==> config.mk <==
export PLATFORM = sky130hd
export DESIGN_NAME = ifid_elastic_stage
export DESIGN_NICKNAME = d
export VERILOG_FILES = /design/src/rtl/ifid_elastic_stage.sv
export SDC_FILE = /design/constraint.sdc
export NUM_CORES = 1
export LEC_CHECK = 0
export BUFFER_PORTS_ARGS = -buffer_cell sky130_fd_sc_hd__buf_2
export CAP_MARGIN = 20
export CORE_ASPECT_RATIO = 0.7
export CORE_MARGIN = 2
export CORE_UTILIZATION = 54
export DETAILED_ROUTE_END_ITERATION = 7
export GPL_TIMING_DRIVEN = 1
export PLACE_DENSITY = 0.84
export SYNTH_ARGS = -nofsm -noshare
export SYNTH_HDL_FRONTEND = slang
export SYNTH_SLANG_ARGS = --single-unit
==> constraint.sdc <==
create_clock -name clock -period 8.8 [get_ports clock]
set_clock_uncertainty 0.15 [all_clocks]
set_input_delay 1.76 -clock clock [delete_from_list [all_inputs] [get_ports clock]]
set_output_delay 1.76 -clock clock [all_outputs]
set_load 0.01 [all_outputs]
==> src/rtl/ifid_elastic_stage.sv <==
// Elastic IF/ID stage: OUT + SKID entries behind a valid/ready handshake.
// if_ready is a pure function of the state flop, so decode stalls never reach fetch combinationally.
module ifid_elastic_stage #(
    parameter int INSTR_W = 32,
    parameter int PC_W = 32,
    parameter logic [INSTR_W-1:0] NOP_VALUE = '0
) (
    input  logic               clock,
    input  logic               reset,
    input  logic               if_valid,
    output logic               if_ready,
    input  logic [INSTR_W-1:0] if_instruction,
    input  logic [PC_W-1:0]    if_pc,
    input  logic [PC_W-1:0]    if_pcadd4,
    input  logic               if_is_bds,
    input  logic               if_flush,
    output logic               id_valid,
    input  logic               id_ready,
    output logic [INSTR_W-1:0] id_instruction,
    output logic [PC_W-1:0]    id_pcadd4,
    output logic [PC_W-1:0]    id_restart_pc,
    output logic               id_is_bds,
    output logic               id_is_flushed,
    output logic [1:0]         occupancy
);

    typedef struct packed {
        logic [INSTR_W-1:0] instr;
        logic [PC_W-1:0]    pcadd4;
        logic [PC_W-1:0]    rpc;
        logic               bds;
        logic               flushed;
    } entry_t;

    typedef enum logic [1:0] {
        EMPTY = 2'd0,
        ONE   = 2'd1,
        FULL  = 2'd2
    } state_t;

    state_t          state_q, state_d;
    entry_t          out_q, out_d;
    entry_t          skid_q, skid_d;
    logic [PC_W-1:0] last_rpc_q, last_rpc_d;

    logic   accept;
    logic   consume;
    entry_t new_e;

    always_ff @(posedge clock or posedge reset) begin
        if (reset) begin
            state_q    <= EMPTY;
            out_q      <= '0;
            skid_q     <= '0;
            last_rpc_q <= '0;
        end else begin
            state_q    <= state_d;
            out_q      <= out_d;
            skid_q     <= skid_d;
            last_rpc_q <= last_rpc_d;
        end
    end

    always_comb begin
        accept  = if_valid & if_ready;
        consume = id_valid & id_ready;

        new_e.instr   = if_instruction;
        new_e.pcadd4  = if_pcadd4;
        // A delay slot restarts at its branch, so it inherits the last non-BDS PC
        new_e.rpc     = if_is_bds ? last_rpc_q : if_pc;
        new_e.bds     = if_is_bds;
        new_e.flushed = 1'b0;

        state_d    = state_q;
        out_d      = out_q;
        skid_d     = skid_q;
        last_rpc_d = (accept & ~if_is_bds) ? if_pc : last_rpc_q;

        unique case (state_q)
            EMPTY: begin
                if (accept) begin
                    out_d   = new_e;
                    state_d = ONE;
                end
            end
            ONE: begin
                if (accept & consume) begin
                    out_d = new_e;
                end else if (accept) begin
                    skid_d  = new_e;
                    state_d = FULL;
                end else if (consume) begin
                    state_d = EMPTY;
                end
            end
            FULL: begin
                if (consume) begin
                    out_d   = skid_q;
                    state_d = ONE;
                end
            end
            default: state_d = EMPTY;
        endcase

        // Flush squashes what survives the edge; the skid entry is simply dropped
        if (if_flush) begin
            if (state_d == FULL) begin
                state_d = ONE;
            end
            if (state_d != EMPTY) begin
                out_d.instr   = NOP_VALUE;
                out_d.flushed = 1'b1;
            end
        end
    end

    always_comb begin
        if_ready       = (state_q != FULL);
        id_valid       = (state_q != EMPTY);
        occupancy      = state_q;
        id_instruction = out_q.instr;
        id_pcadd4      = out_q.pcadd4;
        id_restart_pc  = out_q.rpc;
        id_is_bds      = out_q.bds;
        id_is_flushed  = out_q.flushed;
    end

endmodule

---- Yosys cells after proc, flatten, opt, wreduce, memory -nomap -nowiden ----
Cells that the tools add are included.
operators by class
  equal/unequal tests ..................... 7
  multiplexer cells ....................... 18
  bitwise gates (word level) .............. 6
  reduce and logical (&&, ||, !) cells .... 6
operators with widths
  operator              number
  $mux W98              3
  $pmux W98 S3          1
  $mux W32              3
  $mux W2               8
  $ne A2 B2 Y1 const B  4
  $pmux W2 S3           1
  $and A1 B1 Y1         4
  $eq A2 B2 Y1 const B  2
  $reduce_and A4 Y1     1
  $reduce_bool A2 Y1    2
  $reduce_and A3 Y1     1
  $reduce_bool A3 Y1    1
  $eq A2 B1 Y1 const B  1
  $logic_not A2 Y1      1
  $mux W1               2
  $not A1 Y1            2
storage, ports and cells
  flip-flop bits (word level) ............. 229
  bits of input ports ..................... 102
  logic and storage cells ................. 48

---- Logic depth before layout (Yosys ltp) ----
Gate-level depths: netlist of run 1.
  depth after elaboration ................. 12
  mapped depth ............................ 7

---- Least setup slack after synthesis of run 1 ----
Ideal clock, no wire load.
  path kind ............................... input port to flip-flop
  start ................................... input port if_is_bds
  end ..................................... register out_q, in the netlist id_restart_pc[0]
  setup time .............................. 0.126 ns
  arrival time ............................ 2.912 ns
  required time ........................... 8.524 ns
  setup slack ............................. 5.612 ns
  stages .................................. 5
  buffers on the path ..................... 2
  path through ............................ buf_2 -> clkbuf_1 -> mux2i_1 -> nor2_1 -> a221o_1
between the ends
  cells in the longest elaborated chain, start to end .. 3
  elaborated cells on any way between the ends .. 4
ends and longest elaborated chain
  element                      line    RTL
  start: declaration           15      input logic if_is_bds,
  $mux W32 *                   71      new_e.rpc = if_is_bds ? last_rpc_q : if_pc;
  $mux W98 (on tied branches)  88, 82
  $pmux W98 S3 *               80      unique case (state_q)
  end signal: assignment       58      out_q <= out_d;
  end: declaration             42      entry_t out_q, out_d;
Mark *: on every way between the ends. The rest lies on a longest branch, timed or not. The select of a mux whose other input is x is not followed.
A chain may end at the register's enable or synchronous reset.

---- Worst setup path after layout of run 1 ----
  start ................................... input port id_ready
  end ..................................... register skid_q[56] in the netlist's numbering
between the ends
  cells in the longest elaborated chain, start to end .. 4
ends and longest elaborated chain
  element                      line  RTL
  start: declaration           18    input logic id_ready,
  $and A1 B1 Y1                66    consume = id_valid & id_ready;
  $and A1 B1 Y1                88    if (accept & consume) begin
  $not A1 Y1 (no line)         --
  $reduce_and A3 Y1 (no line)  --
  end signal: assignment       59    skid_q <= skid_d;
  end: declaration             43    entry_t skid_q, skid_d;
Every way passes these cells.

==> out/summary.txt, run 1 <==
outcome -> finished clean
die area -> 18300 um2
Post-Route WL -> 21.0 mm
Cell Pwr Density -> 255 nW/um2
Yosys warnings -> 0
DR WL/cell -> 17.7 um
DR vias -> 6719
Hold Path Sink -> id_pcadd4[30]$_DFFE_PP0P_
Reg-to-Reg Start -> occupancy[0]$_DFF_PP0_
fin crit period -> 3710 ps
nets@finish -> 1046
dpl cells -> 1149
Hold Startpoint -> id_pcadd4[30]$_DFFE_PP0P_
Worst Path Arrival -> 3940 ps
highest clock rate -> 269 MHz
GP Congestion -> 0.785
Synth area leader -> dfrtp_1
most frequent cells in the layout -> dfrtp_1 (229), buf_2 (203), nand2_1 (99)
CP startpoint kind -> primary input
fraction of final layout cells sized beyond drive strength 1 -> 36.6%
Rel. slew slack -> 28.6%
Detail Route Antenna Nets -> 0
setup slack at placement -> 4050 ps
Area after DPL -> 10400 um2
Hold Path Stages -> 2
Post-Syn Nets -> 864
period utilization -> 42.2%
Final TNS setup -> 0 ps
Final Non-Filler Cells -> 1187
initial antenna violation count -> 3
Cell variety after synth -> 27
floorplan core area -> 17000 um2
Worst EP required -> 9020 ps
GR Overflow Total -> 0
total track usage -> 22.8%
reg2reg setup slack -> 6020 ps
# H-tree levels -> 1
total CTS buffers -> 22
Hold Buf Count CTS -> 0
DRT iter0 DRCs -> 574
P_leak -> 5.36 nW
Syn Area/Cell -> 12.2 um2
drt pass-1 iters -> 6
Clk Latency, worst-skew pair -> 490 ps
Die Width -> 161 um
Max Buffers Root-to-Sink -> 3
clk sinks -> 229
hold violation count in the final report -> 0
ANT cells -> 0
slew at the pin closest to its max-slew limit -> 1070 ps
critical path type -> in -> reg
Post-CTS Setup Inserts -> 0
Max VDD drop -> 0.151 mV
Initial Utilization -> 54.7%
ys async rst share -> 100%
# Max-Cap Violations -> 0
top cells by area, synth -> dfrtp_1 (62%), mux2_2 (12%), a22oi_1 (5.2%)
Top Ports -> 204
Slew Limit Fails -> 0
clock-pin slew on the worst setup and hold paths -> 60 ps
most common cell after layout, fill and taps aside -> dfrtp_1
Die H -> 114 um
CTS resizes -> 0
final core occ -> 65.8%
Final Cell Area -> 11200 um2
clock tree from TritonCTS -> done
Main synth FF type -> dfrtp_1
reg2reg path depth -> 5
global-route wire length before repair -> 34.0 mm
largest net degree at the start of global routing -> 109
root buf cell -> clkbuf_16
area share of the largest cell type after synthesis -> 61.6%
Design Power -> 2.86 mW
Synth-to-Final Area Change -> 20.3%
type of the worst min-delay path -> reg -> reg
Seq cells post-synth -> 229
post-synthesis sequential area ratio -> 61.6%
placement row count -> 40
number of flops mapped to enable cells by yosys -> 0
CP Max Fanout -> 86
I/O Buffers -> 203
RSZ-0062 raised after global routing -> no
Setup WS post-layout -> 5090 ps
vias per cell -> 5.66
FF-to-FF End -> skid_q[56]$_DFFE_PP0P_
Residual DRC -> 0
vias in the first global route -> 6749
CP endpoint kind -> register
Hold Worst Slack -> 319 ps
cell count after synthesis -> 762
synthesized area -> 9300 um2
Setup violations, final -> 0
hpwl dp -> 13.0 mm
## power by group
group	switching [mW]	internal, mW	total, mW	leakage, nW
Combinational	0.265	0.250	0.515	2.26
Clock	0.378	0.559	0.937	0.351
Sequential	0.125	1.28	1.40	2.75
Total	0.768	2.09	2.86	5.36
## critical path, stage by stage
cell and delay, ps:
buf_2 130, nand2b_1 260, nor2_4 210, buf_12 240, buf_4 800, mux2_2 420
## cells in the mapped netlist, drive strengths merged (2+ instances only)
cell type / n
nand2: 99
dfrtp: 229
clkbuf: 11
buf: 46
inv: 2
a221o: 32
a22oi: 64
mux2i: 32
nand2b: 2
nor2: 66
nor2b: 3
a21oi: 67
mux2: 97
nor3: 2
## state kept, by name, summed over array words and instances (netlist names)
name,flops
last_rpc_q,32
occupancy,2
id_restart_pc,32
skid_q,97
id_is_bds,1
id_is_flushed,1
id_pcadd4,32
id_instruction,32
## area by class of cell
| class | instances | area, um2 |
|---|---|---|
| fillers | 1279 | 5830 |
| flip-flops and latches | 229 | 5730 |
| multi-input cells | 474 | 3310 |
| repair buffers | 215 | 1130 |
| clock buffers | 31 | 636 |
| well taps | 231 | 289 |
| clock inverters | 5 | 75.1 |
| inverters | 2 | 15.0 |
## how the worst max path moves through the flow
stage               cells after the start      from                          end
finish                                  6  id_ready       skid_q[56]$_DFFE_PP0P_
CTS                                     5  id_ready       skid_q[87]$_DFFE_PP0P_
global route                            6  id_ready       skid_q[57]$_DFFE_PP0P_
floorplan                               1     reset  id_instruction[0]$_DFF_PP0_
global placement                        5  id_ready       skid_q[55]$_DFFE_PP0P_
detailed placement                      5  id_ready       skid_q[56]$_DFFE_PP0P_
## kinds of logic (layout without fill, tap and decap cells)
family | Yosys count | after routing | synth area share [%]
buffers and inverters | 59 | 253 | 3.04
AOI/OAI and AO/OA | 169 | 169 | 12.8
and+or+nand+nor | 176 | 176 | 7.41
muxes | 129 | 129 | 15.2
DFF | 229 | 229 | 61.6
## metal layers
metal  up-vias  wire length, um  GRT usage [%]
met4         6              335           5.06
met5         -               36              0
li1       3078                -              -
met1      3372             9240           32.2
met3        34             1550           5.49
met2       229             9810           36.6
No activity file was read; power rests on OpenSTA's default activity.
==> run 2, diff against run 1 <==
Settings changed: CORE_UTILIZATION 54 to 49, PLACE_DENSITY 0.84 to 0.81.
Clock period 8.8 ns to 3.3 ns, I/O delays scaled along.
==> out/summary.txt, run 2 (synthesized netlist as in run 1, its figures left out) <==
Setup violations, final -> 0
Largest register FFs -> 97
period utilization -> 70.2%
DR WL/cell -> 18.0 um
total CTS buffers -> 22
GR Overflow Total -> 0
Residual DRC -> 0
footprint of the multi-input gates -> 3310 um2
Slew Limit Fails -> 0
Hold Startpoint -> if_flush
Rel. slew slack -> 39.8%
Largest Register -> skid_q
reg2reg setup slack -> 1130 ps
total track usage -> 21.9%
Top Ports -> 204
outcome -> finished clean
CP startpoint kind -> register
Post-Route WL -> 21.8 mm
Worst Setup EP -> if_ready
Worst EP required -> 2490 ps
highest clock rate -> 431 MHz
placement row count -> 42
nets@finish -> 1054
Die Width -> 169 um
vias in the first global route -> 6852
final core occ -> 60.5%
worst path cell trace -> nor2b_1 > inv_1 > buf_2
clk sinks -> 229
Max VDD drop -> 0.420 mV
I/O Buffers -> 203
Synth-to-Final Area Change -> 22.0%
reg2reg path depth -> 5
Crit. Startpoint -> occupancy[1]$_DFF_PP0_
fraction of final layout cells sized beyond drive strength 1 -> 37.1%
CP peak stage delay -> 450 ps
Hold Buf Count CTS -> 0
Fillers -> 1489
initial antenna violation count -> 3
Sequential Area -> 5730 um2
hold violation count in the final report -> 0
drt pass-1 iters -> 6
Cell Pwr Density -> 675 nW/um2
vias per cell -> 5.59
Post-CTS Setup Inserts -> 0
Worst Path Arrival -> 1510 ps
Detail Route Antenna Nets -> 0
CP Max Fanout -> 8
most common cell after layout, fill and taps aside -> dfrtp_1
type of the worst min-delay path -> in -> reg
# Max-Cap Violations -> 0
Reg-to-Reg Start -> occupancy[1]$_DFF_PP0_
global-route wire length before repair -> 35.5 mm
CTS resizes -> 0
DR vias -> 6778
Max Buffers Root-to-Sink -> 3
critical path type -> reg -> out
largest net degree at the start of global routing -> 97
Initial Utilization -> 49.6%
RSZ-0062 raised after global routing -> no
die area -> 20100 um2
hpwl dp -> 13.9 mm
clock tree from TritonCTS -> done
fin crit period -> 2320 ps
Die H -> 119 um
GP Congestion -> 0.776
Design Power -> 7.66 mW
CP max stage cell -> dfrtp_1
DRT iter0 DRCs -> 545
slew at the pin closest to its max-slew limit -> 901 ps
CP endpoint kind -> primary output
clock-pin slew on the worst setup and hold paths -> 60 ps
root buf cell -> clkbuf_16
floorplan core area -> 18800 um2
FF-to-FF End -> id_instruction[24]$_DFF_PP0_
P_leak -> 5.42 nW
most frequent cells in the layout -> dfrtp_1 (229), buf_2 (203), nand2_1 (99)
# H-tree levels -> 1
Clk Latency, worst-skew pair -> 490 ps
[run 2: layout make-up]
cell class / count / share of cell area (%)
Timing Repair Buffer: 223 / 11.2
Multi-Input combinational cell: 474 / 29.2
Sequential cell: 229 / 50.5
Tap cell: 242 / 2.67
Antenna cell: 2 / 0.0441
Clock buffer: 33 / 5.58
Inverter: 2 / 0.0992
Clock inverter: 7 / 0.772
[run 2: where the power goes]
group	total [mW]	internal (mW)	switching [mW]
registers	3.75	3.41	0.337
clock network	2.52	1.49	1.03
logic	1.40	0.681	0.714
[run 2: how the worst min path moves through the flow]
| stage | slack, ps | cells past startpoint | to |
|---|---|---|---|
| 3_3_place_gp | 300 | 2 | id_pcadd4[9]$_DFFE_PP0P_ |
| 6_report | 190 | 2 | occupancy[1]$_DFF_PP0_ |
| 2_1_floorplan | 320 | 2 | id_pcadd4[0]$_DFFE_PP0P_ |
| 3_5_place_dp | 310 | 2 | id_pcadd4[31]$_DFFE_PP0P_ |
| 4_1_cts | 180 | 2 | occupancy[1]$_DFF_PP0_ |
| 5_1_grt | 190 | 2 | occupancy[1]$_DFF_PP0_ |
[run 2: critical path, delay by kind of cell (launching register included)]
| family | cells | cell delay (ps) |
|---|---|---|
| DFF | 1 | 450 |
| and+or+nand+nor | 1 | 260 |
| buffers and inverters | 2 | 310 |
[run 2: routing by layer]
layer	global-route usage, %	vias up	part of all wire [%]
li1	-	3102	-
met1	31.0	3402	46
met2	35.0	241	45
met3	4.52	31	6.6
met4	5.33	2	2.0
met5	0	-	0.060
[run 2: metrics by stage]
stage | setup TNS [ps] | cell area, um2 | instances | hold slack (ps) | setup WS [ps]
final | 0 | 11300 | 1212 | 193 | 982
after global placement | 0 | 10600 | 1170 | 302 | 851
after global routing | 0 | 11300 | 1210 | 192 | 814
after floorplan | -115410 | 9310 | 762 | 320 | -504
after CTS | 0 | 11300 | 1210 | 176 | 955
after detailed placement | 0 | 10600 | 1170 | 307 | 779
==> run 3, diff against run 2 <==
Clock period 3.3 ns to 1.9 ns, I/O delays scaled along.
==> out/summary.txt, run 3 (synthesized netlist as in run 1, its figures left out) <==
period utilization -> 103%
clock network power share -> 31.6%
Detail Route Antenna Nets -> 0
Final Non-Filler Cells -> 1351
Synth-to-Final Area Change -> 43.5%
most used cell, CP -> buf_6
Flop pwr share -> 46.4%
slew at the pin closest to its max-slew limit -> 539 ps
Cell Pwr Density -> 1060 nW/um2
P_leak -> 6.31 nW
Final TNS setup -> -125 ps
floorplan core area -> 18800 um2
Max VDD drop -> 0.697 mV
clock tree from TritonCTS -> done
clock-pin slew on the worst setup and hold paths -> 70 ps
logic gate share of total power -> 21.9%
vias per cell -> 5.79
fraction of final layout cells sized beyond drive strength 1 -> 40.8%
CP Max Fanout -> 4
Setup WS post-layout -> -49.3 ps
Clk Latency, worst-skew pair -> 510 ps
CP bufs+invs -> 2
largest net degree at the start of global routing -> 62
global-route wire length before repair -> 39.9 mm
Largest Register -> skid_q
drt pass-1 iters -> 5
Residual DRC -> 0
placement row count -> 42
Slew Limit Fails -> 0
Setup violations, final -> 6
CP startpoint kind -> register
Die Width -> 169 um
most frequent cells in the layout -> dfrtp_1 (228), buf_2 (200), dlygate4sd3_1 (96)
most common cell after layout, fill and taps aside -> dfrtp_1
Post-Route WL -> 28.4 mm
Largest register FFs -> 97
highest clock rate -> 513 MHz
ANT cells -> 0
I/O Buffers -> 203
Top Ports -> 204
type of the worst min-delay path -> in -> reg
CP max stage cell -> dfrtp_2
DR WL/cell -> 21.0 um
Internal -> 10.2 mW
Rel. slew slack -> 64.1%
fin crit period -> 1950 ps
initial antenna violation count -> 0
DR vias -> 7816
worst path cell trace -> buf_6 > or2_4 > buf_6
dpl cells -> 1189
Worst Path Arrival -> 1420 ps
hpwl dp -> 14.6 mm
CP peak stage delay -> 430 ps
P_sw -> 3.99 mW
CP endpoint kind -> primary output
clk sinks -> 229
final core occ -> 71.2%
total track usage -> 24.9%
critical path's top delay family -> flip-flops
Die H -> 119 um
Initial Utilization -> 49.6%
root buf cell -> clkbuf_16
Switching Fraction -> 28.2%
outcome -> finished, violations left
nets@finish -> 1198
Worst EP required -> 1370 ps
# H-tree levels -> 1
GR Overflow Total -> 0
Fillers -> 1201
Max Buffers Root-to-Sink -> 3
die area -> 20100 um2
DRT iter0 DRCs -> 642
vias in the first global route -> 7642
GP Congestion -> 0.763
failing checks -> setup timing
# Max-Cap Violations -> 0
hold violation count in the final report -> 0
total CTS buffers -> 22
RSZ-0062 raised after global routing -> yes
critical path type -> reg -> out
==> run 3: power groups by stage <==
stage | Clock (mW) | Sequential [mW] | Combinational, mW
global route | 4.77 | 6.67 | 3.35
global placement | 0 | 6.52 | 2.45
detailed placement | 0 | 6.56 | 2.54
finish | 4.48 | 6.58 | 3.11
CTS | 4.54 | 6.50 | 2.74
floorplan | 0 | 6.63 | 1.40
==> run 3: final timing paths <==
path / from / endpoint / slack (ps) / depth (start not counted)
setup / recovery: occupancy[0]$_DFF_PP0_ / id_valid / -50 / 3
hold / removal: if_pc[0] / last_rpc_q[0]$_DFFE_PP0P_ / 20 / 2
setup reg to reg: occupancy[1]$_DFF_PP0_ / id_instruction[13]$_DFF_PP0_ / -20 / 8
hold reg to reg: id_is_flushed$_DFF_PP0_ / id_is_flushed$_DFF_PP0_ / 320 / 1
max in group asynchronous: reset / skid_q[59]$_DFFE_PP0P_ / 570 / 4
min in group asynchronous: reset / skid_q[64]$_DFFE_PP0P_ / 230 / 3
==> run 3: routing by layer <==
layer / global-route usage [%] / part of all wire [%] / routed length, um / vias to the layer above
li1: - / - / - / 3398
met1: 32.7 / 41 / 11600 / 3951
met2: 41.6 / 49 / 13800 / 386
met3: 4.95 / 7.1 / 2010 / 81
met4: 8.46 / 3.4 / 958 / 0
met5: 0 / 0 / 0 / -
==> run 3: cell type report <==
| type | instances | area, um2 | share of cell area, % |
|---|---|---|---|
| clock inverter | 8 | 92.6 | 0.693 |
| timing repair buffer | 367 | 3050 | 22.9 |
| inverter | 2 | 11.3 | 0.0843 |
| tap | 242 | 303 | 2.27 |
| sequential | 229 | 5730 | 42.9 |
| multi-input combinational | 474 | 3520 | 26.4 |
| clock buffer | 29 | 638 | 4.78 |
==> run 3: per-stage QoR <==
step	setup slack (ps)	area (um2)	power, mW	hold slack [ps]
after floorplan	-1620	9310	8.03	301
after global placement	-68.6	10900	8.97	193
after detailed placement	-107	10900	9.10	189
after CTS	-76.7	12600	13.8	2.64
after global routing	-87.6	13400	14.8	9.48
final	-49.3	13400	14.2	17.2
==> run 3: repair_timing <==
action	in CTS	in global routing
hold buffers	96	0
endpoints found under the hold margin	236	0
pin swaps	1	17
buffers inserted	3	14
gates cloned	1	14
resized for setup	10	76
setup endpoints to repair	13	173
